File: src/rtl/vec_ctrl_pkg.sv
// Shared types and opcode constants for the vector sequencing decoder.
package vec_ctrl_pkg;

   // Control bundle handed to execute; field order is the packed bit order, MSB first.
   typedef struct packed {
      logic       RegW;
      logic       RegWV;
      logic       MemtoReg;
      logic       MemW;
      logic       MemSrc;
      logic       MemData;
      logic       MemDataV;
      logic       VecData;
      logic       Branch;
      logic       ALUOp;
      logic       ALUSrc;
      logic [1:0] RegSrc;
      logic [1:0] ImmSrc;
   } ctrl_t;

   // Scalar opcodes
   localparam logic [5:0] OP_ALU     = 6'b000000;
   localparam logic [3:0] OP_IMM_PFX = 4'b0010;    // 0010xx immediate arithmetic
   localparam logic [5:0] OP_STR     = 6'b011000;
   localparam logic [5:0] OP_LDR     = 6'b011001;
   localparam logic [5:0] OP_BEQ     = 6'b001100;
   localparam logic [5:0] OP_BGT     = 6'b001101;
   localparam logic [5:0] OP_B       = 6'b000100;

   // Vector opcodes (multi-pass)
   localparam logic [5:0] OP_VALU    = 6'b100000;
   localparam logic [5:0] OP_STRV    = 6'b111000;
   localparam logic [5:0] OP_LDRV    = 6'b111001;

   typedef enum logic {
      IDLE = 1'b0,
      SEQ  = 1'b1
   } seq_state_t;

endpackage

File: src/rtl/ctrl_decode.sv
// Combinational opcode/func decode into the control bundle plus class flags.
module ctrl_decode
   import vec_ctrl_pkg::*;
(
   input  logic [5:0] opcode,
   input  logic [2:0] func,
   output ctrl_t      ctrl,
   output logic       isVec,
   output logic       illegal
);

   // Func[2] carries no meaning for the decode table.
   logic unusedFuncHi;
   assign unusedFuncHi = func[2];

   // Table decode; every field defaults to 0 so nothing is left undefined.
   always_comb begin
      ctrl    = '0;
      isVec   = 1'b0;
      illegal = 1'b0;
      if (opcode[5:2] == OP_IMM_PFX) begin
         ctrl.RegW   = 1'b1;
         ctrl.ALUOp  = 1'b1;
         ctrl.ALUSrc = 1'b1;
         ctrl.ImmSrc = 2'b00;
      end else begin
         case (opcode)
            OP_ALU: begin
               ctrl.RegW  = 1'b1;
               ctrl.ALUOp = 1'b1;
               if (func[1:0] == 2'b11) begin
                  ctrl.ALUSrc = 1'b1;
                  ctrl.ImmSrc = 2'b11;
               end
            end
            OP_STR: begin
               ctrl.MemW   = 1'b1;
               ctrl.ALUSrc = 1'b1;
               ctrl.RegSrc = 2'b01;
            end
            OP_LDR: begin
               ctrl.RegW     = 1'b1;
               ctrl.MemtoReg = 1'b1;
               ctrl.ALUSrc   = 1'b1;
            end
            OP_BEQ, OP_BGT: begin
               ctrl.Branch = 1'b1;
               ctrl.ALUOp  = 1'b1;
               ctrl.RegSrc = 2'b01;
            end
            OP_B: begin
               ctrl.Branch = 1'b1;
               ctrl.ImmSrc = 2'b01;
            end
            OP_VALU: begin
               isVec         = 1'b1;
               ctrl.RegWV    = 1'b1;
               ctrl.MemtoReg = 1'b1;
               ctrl.ALUOp    = 1'b1;
            end
            OP_STRV: begin
               isVec       = 1'b1;
               ctrl.MemW   = 1'b1;
               ctrl.MemSrc = 1'b1;
               ctrl.ALUSrc = 1'b1;
               ctrl.RegSrc = 2'b01;
            end
            OP_LDRV: begin
               isVec         = 1'b1;
               ctrl.RegWV    = 1'b1;
               ctrl.MemtoReg = 1'b1;
               ctrl.MemSrc   = 1'b1;
               ctrl.VecData  = 1'b1;
               ctrl.ALUSrc   = 1'b1;
            end
            default: illegal = 1'b1;
         endcase
      end
   end

endmodule

File: src/rtl/vec_seq_decoder.sv
// Decode stage that issues vector ops as LANES/LANES_PER_PASS sequential passes.
module vec_seq_decoder
   import vec_ctrl_pkg::*;
#(
   parameter  int LANES          = 16,
   parameter  int LANES_PER_PASS = 4,
   localparam int PASSES         = LANES / LANES_PER_PASS,
   localparam int PIW            = (PASSES > 1) ? $clog2(PASSES) : 1
) (
   input  logic             clk,
   input  logic             reset,
   input  logic             InstrValid,
   input  logic [5:0]       Opcode,
   input  logic [2:0]       Func,
   input  logic             Stall,
   input  logic             Flush,
   output logic             InstrReady,
   output ctrl_t            Ctrl,
   output logic             CtrlValid,
   output logic [PIW-1:0]   PassIdx,
   output logic [LANES-1:0] LaneMask,
   output logic             Busy,
   output logic             Illegal
);

   if ((LANES_PER_PASS < 1) || (LANES_PER_PASS > LANES) || ((LANES % LANES_PER_PASS) != 0)) begin : gBadCfg
      $error("vec_seq_decoder: LANES must be a positive multiple of LANES_PER_PASS");
   end

   // Pass index at which SEQ hands back to IDLE (the next output is the final pass).
   localparam logic [PIW-1:0] PENULT = PIW'(PASSES - 2);

   seq_state_t     stateQ, stateD;
   ctrl_t          ctrlQ, ctrlD;
   logic           validQ, validD;
   logic           vecQ, vecD;
   logic           illQ, illD;
   logic [PIW-1:0] passQ, passD;

   ctrl_t decCtrl;
   logic  decVec;
   logic  decIll;

   ctrl_decode uDecode (
      .opcode  (Opcode),
      .func    (Func),
      .ctrl    (decCtrl),
      .isVec   (decVec),
      .illegal (decIll)
   );

   assign InstrReady = (stateQ == IDLE) && !Stall && !Flush;

   // Next-state: flush beats stall; stall freezes everything (Illegal included).
   always_comb begin
      stateD = stateQ;
      ctrlD  = ctrlQ;
      validD = validQ;
      vecD   = vecQ;
      illD   = illQ;
      passD  = passQ;
      if (Flush) begin
         stateD = IDLE;
         ctrlD  = '0;
         validD = 1'b0;
         vecD   = 1'b0;
         illD   = 1'b0;
         passD  = '0;
      end else if (!Stall) begin
         illD = 1'b0;
         case (stateQ)
            IDLE: begin
               // Default to a bubble; overwritten by a legal accept.
               ctrlD  = '0;
               validD = 1'b0;
               vecD   = 1'b0;
               passD  = '0;
               if (InstrValid) begin
                  if (decIll) begin
                     illD = 1'b1;
                  end else begin
                     ctrlD  = decCtrl;
                     validD = 1'b1;
                     vecD   = decVec;
                     if (decVec && (PASSES > 1)) stateD = SEQ;
                  end
               end
            end
            SEQ: begin
               passD = passQ + PIW'(1);
               if (passQ == PENULT) stateD = IDLE;
            end
            default: stateD = IDLE;
         endcase
      end
   end

   // State and output registers, cleared asynchronously on reset.
   always_ff @(posedge clk or posedge reset) begin
      if (reset) begin
         stateQ <= IDLE;
         ctrlQ  <= '0;
         validQ <= 1'b0;
         vecQ   <= 1'b0;
         illQ   <= 1'b0;
         passQ  <= '0;
      end else begin
         stateQ <= stateD;
         ctrlQ  <= ctrlD;
         validQ <= validD;
         vecQ   <= vecD;
         illQ   <= illD;
         passQ  <= passD;
      end
   end

   // Each lane is enabled when its pass group matches the current pass of a vector op.
   for (genvar l = 0; l < LANES; l++) begin : gLane
      assign LaneMask[l] = validQ && vecQ && (passQ == PIW'(l / LANES_PER_PASS));
   end

   assign Ctrl      = ctrlQ;
   assign CtrlValid = validQ;
   assign PassIdx   = passQ;
   assign Busy      = (stateQ == SEQ);
   assign Illegal   = illQ;

endmodule

File: config.mk
export PLATFORM = sky130hd
export DESIGN_NAME = vec_seq_decoder
export DESIGN_NICKNAME = d
export VERILOG_FILES = /design/src/rtl/vec_ctrl_pkg.sv /design/src/rtl/ctrl_decode.sv /design/src/rtl/vec_seq_decoder.sv
export SDC_FILE = /design/constraint.sdc
export NUM_CORES = 1
export LEC_CHECK = 0
export ABC_AREA = 1
export CORE_MARGIN = 8
export CORE_UTILIZATION = 45
export DETAILED_ROUTE_END_ITERATION = 10
export GPL_ROUTABILITY_DRIVEN = 0
export GPL_TIMING_DRIVEN = 1
export PLACE_DENSITY = 0.84
export SETUP_SLACK_MARGIN = 0.1
export SYNTH_ARGS = -nofsm -noshare
export SYNTH_HDL_FRONTEND = slang
export SYNTH_SLANG_ARGS = --single-unit
File: constraint.sdc
create_clock -name clk -period 3.22 [get_ports clk]
set_input_delay 0.644 -clock clk [delete_from_list [all_inputs] [get_ports clk]]
set_output_delay 0.644 -clock clk [all_outputs]
set_load 0.01 [all_outputs]
==> impl_metrics.toml <==
[floorplan]
io-pin-count = 51
rows = 18
fp.dieW_um = 67.5
floorplan.die_area_mm2 = 0.00455
dieHeight_um = 67.5
coreArea_mm2 = 0.00250
start_util = 0.476

[cells_and_area]
regArea_um2 = 450
multiInputGateArea_um2 = 541
num_antenna_cells = 0
final_net_count = 213
fillerInstances = 220
final_core_util = 0.641
post_layout_instance_area_mm2 = 0.00160
drive_above_1_share = 0.108
area_delta_synth_final_pct = 34.5

[cts]
clk-insertion-delay-late_ps = 310
cts_made_buffers = 3
h-tree-depth = 1
tritoncts_num_sinks = 18
tritoncts = "yes"
clk_pin_slew_ps = 110
cts_post_setup_buffers_inserted = 0
maximum_number_of_buffers_from_clock_root_to_sink = 2
cts_hold_buffers = 0
cts_root_buf = "sky130_fd_sc_hd__clkbuf_4"
cts_repair_resize_count = 0

[logic_synthesis]
synth_top_flop_cell = "sky130_fd_sc_hd__dfrtp_1"
synth.yosys.seq_area_share = 0.378
asyncSetResetFlopFracSynth = 1.00
synth_mux_area_frac = 0
netlist_instances = 160
adder_cell_share_of_the_synthesized_area = 0.0420
synth.yosys.warnings = 0
synth-xor-area-share = 0
synth-edff-count = 0
compound_cell_area_share_of_the_yosys_netlist = 0.0641
syn_area_per_cell_um2 = 7.44
syn-cell-area_mm2 = 0.00119
number_of_library_cell_types_mapped_by_synthesis = 22
post_synth_and_or_nand_nor_area_fraction = 0.338
ys_seq_elements = 18
synth_top_family_by_area = "simple AND/OR/NAND/NOR gates"

[sta]
finalHoldViolCount = 0
final.min_clock_period_ps = 2890
fmaxAchievable_ghz = 0.346
setup_viol = 0
relSlewSlack = 0.545
worst_pin_slew_ps = 681
min_period_over_period = 0.897
maxSlewViolCount = 0
finalClockSkew_ps = 6.00
grt_setup_unrepaired = "no"
setup_total_negative_slack_ps = 0

[power_and_ir_drop]
switchingPower_uw = 123
vdd.ir_drop.worst_mv = 0.208
power.clock.fraction = 0.321
total_power_uw = 452
comb_power_share = 0.166
net_switching_fraction_of_the_power = 0.273
share_seq_of_total_power = 0.513
power_density_mw_per_mm2 = 282
power.internal_uw = 329
power_leakage_uw = 0.000781

[worst_hold_path]
worst_hold_path_type = "reg2reg"

[worst_setup_path]
critPathKind = "in2out"
critPathArrivalTime_ps = 2250
crit_required_ps = 2580
reg2reg_setup_slack_ps = 2050
worst_setup_path_start_kind = "primary input"
worst-path-max-fanout = 11
crit_path_end_kind = "output pin"

[route]
wl_per_cell_um = 13.7
postRouteWirelength_um = 3070
num_vias = 1120
detail_route.drc_violations = 0
drt_first_iter_violations = 52
drt_pass1_iterations = 4
vias_per_cell = 5.00
antenna_violating_nets_post_route = 0

[grt]
grt_pass1_vias = 1116
largest_net_degree_at_the_start_of_global_routing = 20
grt_antenna_before_repair = 0
track_usage = 0.142
grt_first_pass_wirelength_um = 5020
global_route.overflow_total = 0

[place]
dpl.hpwl_um = 2490
numPortBuffers = 46
post_dp_cell_area_mm2 = 0.00157

[run]
max_cap_viol_count = 0

[outcome]
outcome = "finished, final reports clean"
-- path summary, 6_finish.rpt --
check                                start         end  depth (start not counted)
min in group asynchronous            reset    Ctrl[11]                          2
worst max-delay path                 Flush  InstrReady                          5
worst min-delay path               Ctrl[0]     Ctrl[0]                          2
worst min register to register     Ctrl[0]     Ctrl[0]                          2
worst max register to register  PassIdx[0]        Busy                          5
max in group asynchronous            reset        Busy                          2
-- worst max-delay path, stage by stage --
cell                              delay (ps)
sky130_fd_sc_hd__clkdlybuf4s50_1         450
sky130_fd_sc_hd__inv_1                   260
sky130_fd_sc_hd__nand2_1                 130
sky130_fd_sc_hd__nor2_1                  190
sky130_fd_sc_hd__clkdlybuf4s50_1         570
-- cell usage after synthesis, types with 3 or more instances --
| cell | count | area, µm² |
|---|---|---|
| sky130_fd_sc_hd__inv_2 | 3 | 11.3 |
| sky130_fd_sc_hd__o21ai_2 | 3 | 26.3 |
| sky130_fd_sc_hd__inv_1 | 15 | 56.3 |
| sky130_fd_sc_hd__nand4_1 | 6 | 37.5 |
| sky130_fd_sc_hd__nand3_1 | 11 | 55.1 |
| sky130_fd_sc_hd__o21ai_1 | 4 | 20.0 |
| sky130_fd_sc_hd__nor2_2 | 5 | 31.3 |
| sky130_fd_sc_hd__ha_1 | 4 | 50.1 |
| sky130_fd_sc_hd__buf_4 | 15 | 113 |
| sky130_fd_sc_hd__nand2_1 | 41 | 154 |
| sky130_fd_sc_hd__dfrtp_1 | 18 | 450 |
| sky130_fd_sc_hd__o21ai_0 | 6 | 30.0 |
| sky130_fd_sc_hd__nor2_1 | 17 | 63.8 |
-- per-stage QoR --
| stage | cells | hold WS [ps] | setup WS [ps] |
|---|---|---|---|
| final | 224 | 489 | 330 |
| after global routing | 224 | 512 | 223 |
| after CTS | 224 | 496 | 334 |
| after floorplan | 162 | 450 | 1410 |
| after detailed placement | 220 | 467 | 344 |
| after global placement | 220 | 468 | 381 |
-- cell usage in the layout (no fill, tap or decap) --
cell type / count
sky130_fd_sc_hd__nor2_2: 5
sky130_fd_sc_hd__nor3_1: 1
sky130_fd_sc_hd__inv_1: 15
sky130_fd_sc_hd__o21ai_2: 3
sky130_fd_sc_hd__inv_6: 1
sky130_fd_sc_hd__nor2_4: 2
sky130_fd_sc_hd__o21ai_0: 6
sky130_fd_sc_hd__conb_1: 3
sky130_fd_sc_hd__nand4_1: 6
sky130_fd_sc_hd__nand3_2: 2
sky130_fd_sc_hd__clkbuf_4: 3
sky130_fd_sc_hd__nand2_2: 1
sky130_fd_sc_hd__nand3_1: 11
sky130_fd_sc_hd__dfrtp_1: 18
sky130_fd_sc_hd__o21ai_1: 4
sky130_fd_sc_hd__ha_1: 4
sky130_fd_sc_hd__nand2_1: 41
sky130_fd_sc_hd__inv_2: 3
sky130_fd_sc_hd__nand3b_1: 1
sky130_fd_sc_hd__nor2_1: 17
sky130_fd_sc_hd__clkdlybuf4s50_1: 46
sky130_fd_sc_hd__clkbuf_8: 1
-- cell families (layout without fill, tap and decap cells) --
group	Yosys count	count (layout)
other cells	1	3
fa+ha+maj	4	4
simple gates	87	87
compound gates	13	13
buf+inv	37	69
flops	18	18
-- power groups by stage --
stage	registers, µW	clock network (µW)	logic (µW)
after global routing	232	156	82.6
after detailed placement	236	0	74.3
after floorplan	238	0	41.6
final	232	145	75.2
after global placement	236	0	71.4
after CTS	232	146	75.2
-- cell type report --
type	instances	share of cell area
multi-input combinational	107	0.337
timing repair buffer	46	0.287
sequential	18	0.281
inverter	19	0.0477
tap	30	0.0234
clock buffer	4	0.0227
-- state kept, by name, indices dropped and copies added (netlist names) --
name / count
Busy: 1
Ctrl: 12
CtrlValid: 1
Illegal: 1
PassIdx: 2
vecQ: 1
-- layer usage --
metal  vias up  routed length [µm]  global-route usage
met3         7                 227              0.0215
met5         -                   0                   0
met4         0                  83              0.0757
met2        41                1530               0.246
li1        561                   -                   -
met1       511                1230               0.165
No activity file was read; power rests on OpenSTA's default activity.
